$ cat src/rtl/spi_master_core.sv
// SPI mode-0 master: MSB first, active-low chip select, SCK derived from the
// system clock by a CLK_DIV divider. Sends one WORD_SIZE-bit word per start
// and returns the word shifted in on MISO with a one-cycle done pulse.
module spi_master_core #(
    parameter int WORD_SIZE = 24,
    parameter int CLK_DIV   = 2
) (
    input  logic                 clk_i,
    input  logic                 reset_i,
    input  logic                 start_i,
    input  logic [WORD_SIZE-1:0] data_tx_i,
    output logic [WORD_SIZE-1:0] data_rx_o,
    output logic                 done_o,
    output logic                 busy_o,
    output logic                 cs_o,
    output logic                 sck_o,
    output logic                 mosi_o,
    input  logic                 miso_i
);

    localparam int BIT_W = $clog2(WORD_SIZE + 1);
    localparam int DIV_W = ($clog2(CLK_DIV + 1) < 1) ? 1 : $clog2(CLK_DIV + 1);
    localparam logic [DIV_W-1:0] DIV_LAST = DIV_W'(CLK_DIV - 1);
    localparam logic [BIT_W-1:0] BIT_LAST = BIT_W'(WORD_SIZE);

    typedef enum logic [2:0] {
        S_IDLE,
        S_SETUP,
        S_TRANSFER,
        S_END,
        S_GAP
    } state_t;

    state_t               state;
    logic [DIV_W-1:0]     div_cnt;
    logic [BIT_W-1:0]     bit_cnt;
    logic [BIT_W-1:0]     bit_next;
    // The MSB leaves on mosi_o at load time, so only the remaining bits are held.
    logic [WORD_SIZE-2:0] tx_rest;
    logic [WORD_SIZE-1:0] rx_shift;
    logic                 tick;

    // Divider terminal count and next bit index.
    always_comb begin
        tick     = (div_cnt == DIV_LAST);
        bit_next = bit_cnt + 1'b1;
    end

    // Transfer sequencer with registered SPI pins and host handshake.
    always_ff @(posedge clk_i) begin
        if (reset_i) begin
            state     <= S_IDLE;
            div_cnt   <= '0;
            bit_cnt   <= '0;
            tx_rest   <= '0;
            rx_shift  <= '0;
            data_rx_o <= '0;
            done_o    <= 1'b0;
            busy_o    <= 1'b0;
            cs_o      <= 1'b1;
            sck_o     <= 1'b0;
            mosi_o    <= 1'b0;
        end else begin
            done_o  <= 1'b0;
            // Free-running wrap; states that leave without a tick clear it explicitly.
            div_cnt <= tick ? '0 : div_cnt + 1'b1;
            case (state)
                S_IDLE: begin
                    div_cnt <= '0;
                    if (start_i) begin
                        tx_rest <= data_tx_i[WORD_SIZE-2:0];
                        mosi_o  <= data_tx_i[WORD_SIZE-1];
                        cs_o    <= 1'b0;
                        busy_o  <= 1'b1;
                        bit_cnt <= '0;
                        state   <= S_SETUP;
                    end
                end
                S_SETUP: begin
                    if (tick) state <= S_TRANSFER;
                end
                S_TRANSFER: begin
                    if (tick) begin
                        sck_o <= ~sck_o;
                        if (!sck_o) begin
                            rx_shift <= {rx_shift[WORD_SIZE-2:0], miso_i};
                        end else begin
                            bit_cnt <= bit_next;
                            if (bit_next == BIT_LAST) begin
                                state <= S_END;
                            end else begin
                                mosi_o  <= tx_rest[WORD_SIZE-2];
                                tx_rest <= tx_rest << 1;
                            end
                        end
                    end
                end
                S_END: begin
                    div_cnt   <= '0;
                    done_o    <= 1'b1;
                    data_rx_o <= rx_shift;
                    if (start_i) begin
                        tx_rest <= data_tx_i[WORD_SIZE-2:0];
                        mosi_o  <= data_tx_i[WORD_SIZE-1];
                        bit_cnt <= '0;
                        state   <= S_SETUP;
                    end else begin
                        cs_o  <= 1'b1;
                        state <= S_GAP;
                    end
                end
                S_GAP: begin
                    if (tick) begin
                        busy_o <= 1'b0;
                        state  <= S_IDLE;
                    end
                end
                default: state <= S_IDLE;
            endcase
        end
    end

endmodule

$ cat config.mk
export PLATFORM = sky130hd
export DESIGN_NAME = spi_master_core
export DESIGN_NICKNAME = d
export VERILOG_FILES = /design/src/rtl/spi_master_core.sv
export SDC_FILE = /design/constraint.sdc
export NUM_CORES = 1
export LEC_CHECK = 0
export ABC_AREA = 1
export ABC_CLOCK_PERIOD_IN_PS = 2600
export BUFFER_PORTS_ARGS = -buffer_cell sky130_fd_sc_hd__clkbuf_2
export CAP_MARGIN = 10
export CORE_ASPECT_RATIO = 1.25
export CORE_MARGIN = 10
export CORE_UTILIZATION = 31
export CTS_CLUSTER_DIAMETER = 200
export CTS_CLUSTER_SIZE = 24
export DETAILED_ROUTE_END_ITERATION = 10
export PLACE_DENSITY_LB_ADDON = 0.2
export SYNTH_ARGS = -nofsm -noshare
export SYNTH_HDL_FRONTEND = slang
export SYNTH_SLANG_ARGS = --single-unit
$ cat constraint.sdc
create_clock -name clk_i -period 2.6 [get_ports clk_i]
set_input_delay 0.13 -clock clk_i [delete_from_list [all_inputs] [get_ports clk_i]]
set_output_delay 0.13 -clock clk_i [all_outputs]
set_load 0.05 [all_outputs]
; ---- Word level (Yosys, flattened, before mapping)
; Cells that the tools add are included.
[op_classes]
div = 0
reduce_logical = 13
add_sub_neg = 2
n_lt_le_gt_ge = 0
muxes = 29
multipliers = 0
bitwise_logic = 1
shifts = 0
n_eq_ne = 15
[op_table]
columns = cell, count
row1 = 2-to-1 mux 23 bit, 4
row2 = case mux 23 bit (2 select lines), 1
row3 = 2-to-1 mux 3 bit, 7
row4 = inequality test 2 bit (second input constant), 8
row5 = 2-to-1 mux 5 bit, 3
row6 = case mux 3 bit (5 select lines), 1
row7 = case mux 5 bit (2 select lines), 1
row8 = 2-to-1 mux 1 bit, 9
row9 = AND reduction 3 bit, 3
row10 = == test 3 x 2 -> 1 bit (second input constant), 2
row11 = case mux 1 bit (2 select lines), 3
row12 = AND reduction 6 bit, 1
row13 = nonzero test 2 bit, 3
row14 = adder 5 x 1 -> 5 bit (second input constant), 1
row15 = == test 5 bit (second input constant), 1
row16 = AND reduction 5 bit, 1
row17 = AND reduction 4 bit, 1
row18 = OR reduction 4 bit, 1
row19 = == test 3 x 1 -> 1 bit (second input constant), 1
row20 = == test 3 bit (second input constant), 1
row21 = zero test 3 bit, 1
row22 = adder 2 x 1 -> 2 bit (second input constant), 1
row23 = == test 2 x 1 -> 1 bit (second input constant), 1
row24 = inequality test 2 x 1 -> 1 bit (second input constant), 1
row25 = other kinds (3), 3
[totals]
elab_cells = 71
ff_bits = 86
memories = 0
in_bits = 28
ramBits = 0
latch_bits = 0
out_inout_bits = 29
romBits = 0

; ---- Longest topological paths before layout
; Gate-level depths: netlist of run 1.
[logic_depth]
word_depth = 6
mapped_depth = 12
mapped_depth_nobuf = 10

; ---- Least setup slack after synthesis of run 1
; OpenSTA, ideal clock, no wires.
[synth_path]
path_type = register -> register
start = reg sck_o
end = reg tx_rest[17]
t_arrival_ps = 1531
path_stages_with_launch = 9
path_buffers = 1
setup_ps = 115
t_required_ps = 2485
slack_ps = 954
period_less_slack_ps = 1646
cell_sequence = dfxtp_1 > nand2_1 > nand2_1 > o21ai_1 > nor2_2 > buf_1 > nand3_1 > nand2_1 > nor2_1
[synth_via]
elab_chain_cells = 2
[synth_lines]
columns = element, line_no
row1 = start: declaration, 16  ; output logic sck_o,
row2 = start signal: assignment, 84  ; sck_o <= ~sck_o;
row3 = inequality test 2 bit (no line), --
row4 = AND reduction 5 bit (no line), --
row5 = end signal: assignment, 71  ; tx_rest <= data_tx_i[WORD_SIZE-2:0];
row6 = end signal: assignment, 93  ; tx_rest <= tx_rest << 1;
row7 = end signal: assignment, 103  ; tx_rest <= data_tx_i[WORD_SIZE-2:0];
row8 = end: declaration, 39  ; logic [WORD_SIZE-2:0] tx_rest;
; No other way between the ends.
; A chain may end at the register's enable or synchronous reset.

; ---- Final worst setup path of run 1
[layout_path]
start = reg state[0]
end = reg tx_rest[7]
[layout_via]
elab_chain_cells = 4
elab_cells_between_ends = 11
classes_between = 6 x eq/ne / 1 x mux / 4 x reduce/logical
[layout_lines]
columns = element, line_no
row1 = start: declaration, 34  ; state_t state;
row2 = start signal: assignment, 52  ; state <= S_IDLE;
row3 = start signal: assignment, 76  ; state <= S_SETUP;
row4 = start signal: assignment, 80  ; if (tick) state <= S_TRANSFER;
row5 = == test 3 x 2 -> 1 bit or zero test 3 bit (tied branches), 67  ; case (state)
row6 = OR reduction 2 bit (no line), --
row7 = inequality test 2 x 1 -> 1 bit (no line) or nonzero test 2 bit (tied branches), --
row8 = AND reduction 5 bit (no line), --
; Parallel ways exist; a longest one is shown, timed or not.

==> results of run 1 <==
## synthesized netlist by cell type
master    number  area, um2
inv_1         37        139
nor3_2         1       10.0
nand3_2        1       10.0
nand2_2        1       6.26
buf_1          1       3.75
o21ai_1        2       10.0
nand4_1        4       25.0
nor2_2         3       18.8
o211ai_1       1       7.51
nand3_1       34        170
buf_4         10       75.1
nor3_1         2       10.0
clkinv_1       1       3.75
o21ai_0       55        275
inv_2          3       11.3
clkbuf_1      14       52.6
buf_6          1       11.3
buf_2          6       30.0
nand2_1      112        420
dfxtp_1       86       1720
nor2_1       128        480
a21oi_1       31        155
nand2_4        1       11.3
ha_1           2       25.0
## state kept, by name (all words and copies together), names as in the netlist
signal and cells:
data_rx_o 24, rx_shift 24, tx_rest 23, bit_cnt 5, state 3, div_cnt 2
busy_o 1, cs_o 1, done_o 1, mosi_o 1, sck_o 1
## cell type report
type	instances	area (um2)	area share [%]
clock buffers	10	239	5.52
clock inverters	5	36.3	0.837
inverters	41	154	3.55
multi-input cells	378	1640	37.9
flip-flops and latches	86	1720	39.7
well taps	161	201	4.65
repair buffers	64	340	7.85
## power breakdown
part	total (mW)	switching (mW)	internal, mW
Combinational	2.60	1.78	0.811
Sequential	1.88	0.202	1.68
Clock	1.18	0.512	0.667
## metal layers
layer	routed length (um)	part of all wire, %	GRT usage (%)
met5	0	0	0
met4	116	1.3	5.35
met3	288	3.3	2.34
met2	4420	50	19.4
met1	4000	45	11.8
## worst paths after layout
| check | start | to |
|---|---|---|
| worst max register to register | state[0] | tx_rest[7] |
| worst min-delay path | miso_i | rx_shift[0] |
| worst min register to register | div_cnt[0] | div_cnt[0] |
| worst max-delay path | state[0] | tx_rest[7] |
## kinds of logic (layout without fill, tap and decap cells)
family,Yosys count,after routing,synth area share [%]
buffers and inverters,73,120,8.87
AOI/OAI and AO/OA,89,89,12.2
and+or+nand+nor,287,287,31.6
adders and majority gates,2,2,0.679
DFF,86,86,46.7
## worst max-delay path, stage by stage, from the launching register on
cell and delay (ps):
dfxtp_1 430, nand3_2 230, nand2_4 320, inv_2 190, nand2_1 110, buf_4 400
nand3_1 150, nand2_1 90, nor2_1 40
## metrics by stage
| step | power [mW] | setup slack, ps |
|---|---|---|
| 2_1_floorplan | 4.11 | 954 |
| 3_3_place_gp | 4.46 | 604 |
| 3_5_place_dp | 4.52 | 529 |
| 4_1_cts | 5.74 | 496 |
| 5_1_grt | 6.18 | 284 |
| 6_report | 5.65 | 522 |
==> qor.log, run 1 <==
[detailed_routing] post-route DRC violation count 0
[final_layout] most common cell after layout, fill and taps aside nor2_1
[logic_synthesis] post-synthesis cell area 0.00368 mm2
[logic_synthesis] number of unique standard cell types used by synthesis 24
[floorplanning] effective utilization at floorplan 31.7%
[clock_network] buffers inserted by post-CTS timing repair 0
[place] half-perimeter wire length after detailed placement 5960 um
[logic_synthesis] syn_area_per_cell 6.86 um2
[final_layout] filler-free cell count of the finished design 745
[final_layout] count of antenna diodes in the layout 0
[detailed_routing] number of vias per cell after detailed routing 4.48
[detailed_routing] first-pass iteration count of the detailed router 4
[logic_synthesis] count of mapped cells out of synthesis 537
[timing] Hold Worst Slack 45.4 ps
[floorplanning] Total Die Area 0.0167 mm2
[timing] final hold violations 0
[setup_path] Critical Path RT 2820 ps
[worst_hold_path] class of the worst hold path input pin to flip-flop
[final_layout] leading cell types in the layout, fill and taps excluded nor2_1, nand2_1, dfxtp_1
[logic_synthesis] flip-flop and latch count after synthesis 86
[place] global placer's final weighted congestion 0.705
[pwr] peak ir drop on the vdd network 551 uV
[clock_network] number of clock sinks 86
[run] max-cap violations 0
[final_layout] number of fill cells 1243
[timing] setup tns final 0 ps
[place] placement-stage cell area 0.00406 mm2
[detailed_routing] vias after detailed routing 3340
[timing] maximum operating frequency 0.481 GHz
[global_route] largest net degree at the start of global routing 49
[timing] shortest clock period the worst path allows after layout 2080 ps
[clock_network] Resize count post-CTS 0
[setup_path] CP Launch Type flip-flop
[timing] final number of setup-violating endpoints 0
[clock_network] number of buffers added by the clock tree synthesis step 9
[detailed_routing] total wirelength of the detailed-routed design 8820 um
[detailed_routing] drt wl/cell 11.8 um
[global_route] total routing usage reported by global routing 10.8%
[floorplanning] Core Area 0.0116 mm2
[place] number of I/O port buffers 56
[floorplanning] width of the chip 118 um
[run_status] outcome completed
[timing] worst-case clock skew 6.47 ps
[setup_path] slack of the worst reg-to-reg path 520 ps
[worst_hold_path] cell count of the worst hold path 3
[setup_path] arrival time at the worst endpoint 2300 ps
[clock_network] H-tree Lvls 3
[clock_network] cts hold-fix bufs 0
[final_layout] final core utilization 37.3%
[pwr] Pleak 1.98 nW
[detailed_routing] initial detailed-routing violation count 228
[timing] max_slew headroom 51.3%
[clock_network] maximum buffer depth of the clock tree 2
[final_layout] signed area change from the synthesized netlist to the final layout 17.6%
[detailed_routing] number of routed nets with antenna violations 0
[floorplanning] total number of placement rows 44
[global_route] antenna violations before repair 0
[final_layout] share of layout cells above drive strength 1 15.4%
[clock_network] clock insertion delay at the later pin of the skew report 330 ps
[pwr] power density normalized to cell area 1300 mW/mm2
[clock_network] root cell of the clock tree clkbuf_16
[place] cell count after placement 730
[setup_path] top fanout value on the critical path 48
[final_layout] # nets final 610
[final_layout] post-route standard cell area excluding fillers 0.00433 mm2
[logic_synthesis] portion of the post-synthesis area used by sequential elements 46.7%
[timing] final cycle utilization of the critical path 79.9%
[setup_path] category of the worst setup path capture point flip-flop
[timing] Least-Margin Pin Slew 729 ps
[logic_synthesis] number of warnings reported in the yosys synthesis log 0
[setup_path] cell count of the worst reg-to-reg path 8
[logic_synthesis] net count after synthesis 567
[global_route] number of global-route vias before repair 3309
[clock_network] clock transition at the register clock pins on the worst setup and hold paths after CTS 60 ps
[global_route] first-pass GRT wire length 15300 um
[timing] Slew Limit Fails 0
[setup_path] CP Class flip-flop to flip-flop
[clock_network] clock tree from TritonCTS built
[floorplanning] I/O pin count 57
[global_route] final global-route overflow total 0
[timing] setup repair after global routing missed its margin false
[floorplanning] height of the chip 142 um
Note: power is estimated with default switching activity, not from simulation.
==> run 2: changes to the inputs <==
Settings changed: ABC_CLOCK_PERIOD_IN_PS 2600 to 2100.
Clock period 2.6 ns to 2.1 ns, I/O delays scaled along.
==> run 2 against run 1 <==
Hold slack got worse by 19 ps; count of clock-buffer cells in the layout increased by 2; clock power grew 32%; setup slack got worse by 140 ps; first-iteration DRC count down 7.5%; fmax up 21%; largest cell class unchanged; register-to-register slack got worse by 140 ps; wire length shrank 2.8%; via count shrank 1.3%; critical path type unchanged; critical endpoint is now tx_rest[21].
==> qor.log, run 2 (same netlist as run 1, synthesis figures left out) <==
[clock_network] buffers inserted by post-CTS timing repair 0
[global_route] met3 GRT Util 3.10%
[timing] worst-case clock skew 4.15 ps
[floorplanning] I/O pin count 57
[timing] final hold violations 0
[global_route] global-route layer with the greatest usage met2
[floorplanning] height of the chip 142 um
[detailed_routing] number of vias per cell after detailed routing 4.42
[detailed_routing] initial detailed-routing violation count 211
[worst_hold_path] class of the worst hold path input pin to flip-flop
[setup_path] cell-by-cell trace of the critical path nand3_2, nand2_4, buf_4, nand2_1, nand2_1, inv_1, nand3_1, nand2_1, nor2_1
[setup_path] top fanout value on the critical path 24
[clock_network] clock transition at the register clock pins on the worst setup and hold paths after CTS 60 ps
[setup_path] critical path's largest stage delay 430 ps
[clock_network] number of clock sinks 86
[run] max-cap violations 0
[pwr] Pleak 2.00 nW
[floorplanning] Total Die Area 0.0167 mm2
[setup_path] master of the slowest instance on the critical path dfxtp_1
[clock_network] cts hold-fix bufs 0
[setup_path] category of the worst setup path capture point flip-flop
[timing] final number of setup-violating endpoints 0
[global_route] total routing usage reported by global routing 10.7%
[timing] Slew Limit Fails 0
[run_status] outcome completed
[floorplanning] effective utilization at floorplan 31.7%
[detailed_routing] first-pass iteration count of the detailed router 4
[final_layout] Seq. cell area 0.00172 mm2
[place] global placer's final weighted congestion 0.738
[final_layout] total area of multi-input combinational cells 0.00164 mm2
[detailed_routing] total wirelength of the detailed-routed design 8580 um
[floorplanning] width of the chip 118 um
[timing] setup tns final 0 ps
[final_layout] Regs by FF count data_rx_o: 24 flops, rx_shift: 24 flops, tx_rest: 23 flops
[timing] shortest clock period the worst path allows after layout 1710 ps
[clock_network] Resize count post-CTS 0
[global_route] routing usage on met2 18.2%
[place] number of I/O port buffers 56
[global_route] final global-route overflow total 0
[global_route] antenna violations before repair 0
[detailed_routing] post-route DRC violation count 0
[global_route] number of global-route vias before repair 3245
[timing] max_slew headroom 49.9%
[floorplanning] Core Area 0.0116 mm2
[clock_network] clock insertion delay at the later pin of the skew report 330 ps
[timing] setup repair after global routing missed its margin false
[final_layout] share of layout cells above drive strength 1 15.2%
[timing] Least-Margin Pin Slew 751 ps
[final_layout] number of fill cells 1261
[detailed_routing] drt wl/cell 11.5 um
[final_layout] leading cell types in the layout, fill and taps excluded nor2_1, nand2_1, dfxtp_1
[final_layout] signed area change from the synthesized netlist to the final layout 19.3%
[global_route] first-pass GRT wire length 15200 um
[setup_path] CP Class flip-flop to flip-flop
[clock_network] root cell of the clock tree clkbuf_16
[clock_network] number of buffers added by the clock tree synthesis step 9
[pwr] power density normalized to cell area 1640 mW/mm2
[place] half-perimeter wire length after detailed placement 5760 um
[floorplanning] total number of placement rows 44
[global_route] largest net degree at the start of global routing 49
[final_layout] most common cell after layout, fill and taps aside nor2_1
[pwr] peak ir drop on the vdd network 957 uV
[setup_path] Critical Path RT 2370 ps
[timing] final cycle utilization of the critical path 81.6%
[final_layout] final core utilization 37.8%
[detailed_routing] number of routed nets with antenna violations 0
[final_layout] # nets final 611
[clock_network] H-tree Lvls 3
[timing] maximum operating frequency 0.584 GHz
[detailed_routing] vias after detailed routing 3295
[setup_path] CP Launch Type flip-flop
[clock_network] clock tree from TritonCTS built
[final_layout] count of antenna diodes in the layout 0
[setup_path] arrival time at the worst endpoint 1980 ps
[global_route] met1 global-route usage 12.6%
[setup_path] cell repeated most along the worst path nand2_1
[clock_network] maximum buffer depth of the clock tree 2
==> run 2: cell types whose count changed in the layout (fill, tap and decap cells not counted) <==
cell        change
clkinv_4        -1
buf_12          +3
clkinvlp_4      -1
clkinv_2        -1
buf_4           -2
clkbuf_1        +2
bufinv_16       +1
==> run 2: path summary, 6_finish.rpt <==
check / startpoint / to / slack, ps / depth (start not counted)
worst min-delay path: miso_i / rx_shift[0] / 30 / 3
worst max register to register: state[0] / tx_rest[21] / 390 / 9
worst max-delay path: state[0] / tx_rest[21] / 390 / 9
worst min register to register: div_cnt[0] / div_cnt[0] / 430 / 1
==> run 2: metrics by stage <==
step	worst slack (ps)	total power, mW	area [um2]	instances	hold slack (ps)
after detailed placement	336	5.73	4100	731	367
final	387	7.22	4390	746	25.9
after floorplan	454	5.09	3680	537	174
after global placement	410	5.66	4100	731	367
after CTS	340	7.31	4390	746	19.8
after global routing	156	7.89	4390	746	58.0
==> run 2: layout make-up <==
cell class                      count  share of cell area [%]
Inverter                           41                    3.50
Tap cell                          161                    4.58
Clock buffer                       12                    5.61
Clock inverter                      3                    1.03
Timing Repair Buffer               65                    8.77
Sequential cell                    86                    39.2
Multi-Input combinational cell    378                    37.3
==> run 2: report_power, final <==
| group | total, mW | internal, mW | leakage (nW) | switching (mW) |
|---|---|---|---|---|
| Combinational | 3.34 | 1.12 | 1.17 | 2.22 |
| Clock | 1.56 | 0.948 | 0.135 | 0.613 |
| Sequential | 2.32 | 2.07 | 0.701 | 0.246 |
==> run 2: per-layer routing <==
layer  vias up  routed length, um  part of all wire [%]
li1       1777                  -                     -
met1      1462               4160                    48
met2        48               3980                    46
met3         8                360                   4.2
met4         0                 76                  0.89
met5         -                  0                     0
==> run 2: critical path, delay by kind of cell (launching register included) <==
family                 cells  cell delay, ps
buffers and inverters      2             330
DFF                        1             430
and+or+nand+nor            7             890
==> run 3: changes to the inputs <==
Settings changed: ABC_AREA 1 to 0, ABC_CLOCK_PERIOD_IN_PS 2100 to 1700.
Clock period 2.1 ns to 1.7 ns, I/O delays scaled along.
==> run 3 against run 2 <==
Sequential power hardly changed; setup slack worse by 370 ps; synthesized area is 1.0% lower; critical endpoint is now tx_rest[2]; largest power group is now sequential cells; register-to-register slack worse by 370 ps; largest cell class is now multi-input combinational cells; final cell count is 18% lower.
==> qor.log, run 3 <==
[logic_synthesis] leading post-synthesis cells by instance count nand2_1, dfxtp_1, a21oi_1, nor2_1, mux2i_1
[logic_synthesis] fraction of registers with async set/reset 0%
[global_route] largest net degree at the start of global routing 64
[pwr] peak ir drop on the vdd network 614 uV
[timing] maximum operating frequency 0.594 GHz
[global_route] first-pass GRT wire length 13400 um
[clock_network] maximum buffer depth of the clock tree 2
[floorplanning] I/O pin count 57
[final_layout] number of fill cells 1222
[pwr] clock network fraction of design power 30.3%
[setup_path] CP Buf/Inv Count 4
[final_layout] count of antenna diodes in the layout 0
[pwr] power density normalized to cell area 1270 mW/mm2
[pwr] Psw 1.73 mW
[detailed_routing] vias after detailed routing 2918
[run] max-cap violations 0
[logic_synthesis] area share of the largest cell type after synthesis 47.2%
[global_route] antenna violations before repair 0
[floorplanning] width of the chip 117 um
[pwr] switching power share of the total 30.3%
[setup_path] cell repeated most along the worst path buf_8
[pwr] part of the power in combinational logic 29.2%
[logic_synthesis] most area-consuming cells after synthesis dfxtp_1, nand2_1, a211oi_2
[clock_network] root cell of the clock tree clkbuf_16
[logic_synthesis] syn_area_per_cell 8.91 um2
[floorplanning] Core Area 0.0116 mm2
[final_layout] share of layout cells above drive strength 1 27.8%
[setup_path] critical path's largest stage delay 320 ps
[clock_network] number of buffers added by the clock tree synthesis step 9
[final_layout] Regs by FF count data_rx_o: 24 flops, rx_shift: 24 flops, tx_rest: 23 flops
[floorplanning] total number of placement rows 44
[pwr] Final Power 5.72 mW
[final_layout] leading cell types in the layout, fill and taps excluded nand2_1, dfxtp_1, a21oi_1, clkbuf_2, nor2_1
[place] half-perimeter wire length after detailed placement 5280 um
[setup_path] Critical Path RT 1950 ps
[detailed_routing] post-route DRC violation count 0
[logic_synthesis] ys flop type dfxtp_1
[setup_path] CP Launch Type flip-flop
[pwr] internal portion of total power 3.99 mW
[place] number of I/O port buffers 56
[logic_synthesis] most area-hungry cell type in the Yosys netlist dfxtp_1
[timing] max_slew headroom 75.7%
[logic_synthesis] flip-flop and latch count after synthesis 86
[clock_network] number of clock sinks 86
[setup_path] cell-by-cell trace of the critical path inv_2, ha_4, and4bb_1, a32oi_2, a41oi_4, buf_8, buf_8, buf_4, a211oi_2
[final_layout] filler-free cell count of the finished design 610
[setup_path] arrival time at the worst endpoint 1930 ps
[timing] setup tns final 0 ps
[global_route] total routing usage reported by global routing 9.86%
[final_layout] signed area change from the synthesized netlist to the final layout 23.6%
[logic_synthesis] post-synthesis cell area 0.00365 mm2
[setup_path] slack of the worst reg-to-reg path 20 ps
[detailed_routing] drt wl/cell 13.2 um
[timing] worst-case clock skew 8.99 ps
[floorplanning] Total Die Area 0.0165 mm2
[clock_network] clock transition at the register clock pins on the worst setup and hold paths after CTS 60 ps
[setup_path] Crit path max-delay family compound AO/OA/AOI/OAI gates
[final_layout] most common cell after layout, fill and taps aside nand2_1
[pwr] Pleak 1.77 nW
[logic_synthesis] portion of the post-synthesis area used by sequential elements 47.2%
[place] cell count after placement 584
[timing] final number of setup-violating endpoints 0
[logic_synthesis] number of unique standard cell types used by synthesis 41
[floorplanning] effective utilization at floorplan 31.5%
[clock_network] H-tree Lvls 3
[floorplanning] height of the chip 141 um
[timing] final hold violations 0
[timing] shortest clock period the worst path allows after layout 1680 ps
[detailed_routing] number of routed nets with antenna violations 0
[logic_synthesis] count of mapped cells out of synthesis 409
[logic_synthesis] number of warnings reported in the yosys synthesis log 0
[timing] Slew Limit Fails 0
[global_route] final global-route overflow total 0
[logic_synthesis] number of enable-type register cells in the synthesized netlist 0
[setup_path] CP Class flip-flop to flip-flop
[logic_synthesis] net count after synthesis 439
[detailed_routing] total wirelength of the detailed-routed design 8040 um
[clock_network] clock tree from TritonCTS built
[worst_hold_path] class of the worst hold path input pin to flip-flop
[clock_network] clock insertion delay at the later pin of the skew report 330 ps
[final_layout] # nets final 498
[final_layout] Seq. cell area 0.00173 mm2
[setup_path] top fanout value on the critical path 6
[final_layout] total area of multi-input combinational cells 0.00174 mm2
[setup_path] category of the worst setup path capture point flip-flop
[timing] final cycle utilization of the critical path 99.0%
[global_route] number of global-route vias before repair 2871
[final_layout] final core utilization 39.0%
[timing] Least-Margin Pin Slew 356 ps
[detailed_routing] number of vias per cell after detailed routing 4.78
[logic_synthesis] most common cell in the synthesized netlist nand2_1
[setup_path] master of the slowest instance on the critical path dfxtp_2
[timing] setup repair after global routing missed its margin true
[timing] Hold Worst Slack 114 ps
[detailed_routing] first-pass iteration count of the detailed router 4
[place] global placer's final weighted congestion 0.741
[detailed_routing] initial detailed-routing violation count 144
[run_status] outcome completed
[pwr] part of the power in registers 40.5%
[run 3: changes by cell type after synthesis, sizes merged, moves of 23 or more]
cell and delta:
nor2 -102, o21ai -52, inv -37, nand3 -32, a21oi +25, mux2i +24, a211oi +23
[run 3: layout make-up]
type / count / share of cell area (%)
flip-flops and latches: 86 / 38.3
multi-input cells: 286 / 38.6
repair buffers: 82 / 13.3
inverters: 3 / 0.250
clock buffers: 11 / 5.17
clock inverters: 4 / 0.555
well taps: 138 / 3.83
[run 3: final timing paths]
kind	cells past startpoint	end	start
worst max-delay path	9	tx_rest[2]	div_cnt[1]
worst min-delay path	3	tx_rest[3]	data_tx_i[3]
worst max register to register	9	tx_rest[2]	div_cnt[1]
worst min register to register	1	div_cnt[0]	div_cnt[0]
[run 3: per-layer routing]
metal | part of all wire (%) | track usage (%) | vias up | wire, um
met5 | 0 | 0 | - | 0
met4 | 0.98 | 3.91 | 0 | 79
met3 | 6.9 | 3.59 | 7 | 555
met2 | 47 | 15.5 | 54 | 3760
met1 | 45 | 11.9 | 1340 | 3650
li1 | - | - | 1517 | -
[run 3: cells by family after synthesis]
| family | share of synthesized area [%] |
|---|---|
| multiplexers | 6.59 |
| adder cells (fa/ha/maj) | 0.686 |
| AO/OA/AOI/OAI | 20.7 |
| XOR/XNOR | 0.446 |
| AND/OR/NAND/NOR | 18.4 |
| flip-flops | 47.2 |
| buffers and inverters | 5.94 |
[run 3: timing repair]
item,CTS,global route
endpoints found under the hold margin,2,0
pin swaps,1,4
gates resized for setup,1,16
buffers inserted,2,6
hold buffers,2,0
endpoints found under the setup margin,5,27
gates cloned,1,0
[run 3: worst register-to-register path: cells and delay by family (launching register included)]
kind	cells	cell delay (ps)
AOI/OAI and AO/OA	3	480
adders and majority gates	1	140
buffers and inverters	4	460
DFF	1	320
and+or+nand+nor	1	200
[run 3: through the flow]
stage          worst slack, ps  cell area (um2)
2_1_floorplan             1.44             3660
3_3_place_gp              62.1             4090
3_5_place_dp             -1.16             4090
4_1_cts                   11.2             4410
5_1_grt                  -61.3             4510
6_report                  17.6             4510
[run 3: power groups by stage]
stage	logic [mW]	clock network, mW	registers (mW)
after floorplan	1.23	0	2.39
after global placement	1.44	0	2.35
after global routing	1.83	1.91	2.33
after detailed placement	1.47	0	2.35
final	1.67	1.73	2.32
after CTS	1.56	1.80	2.31
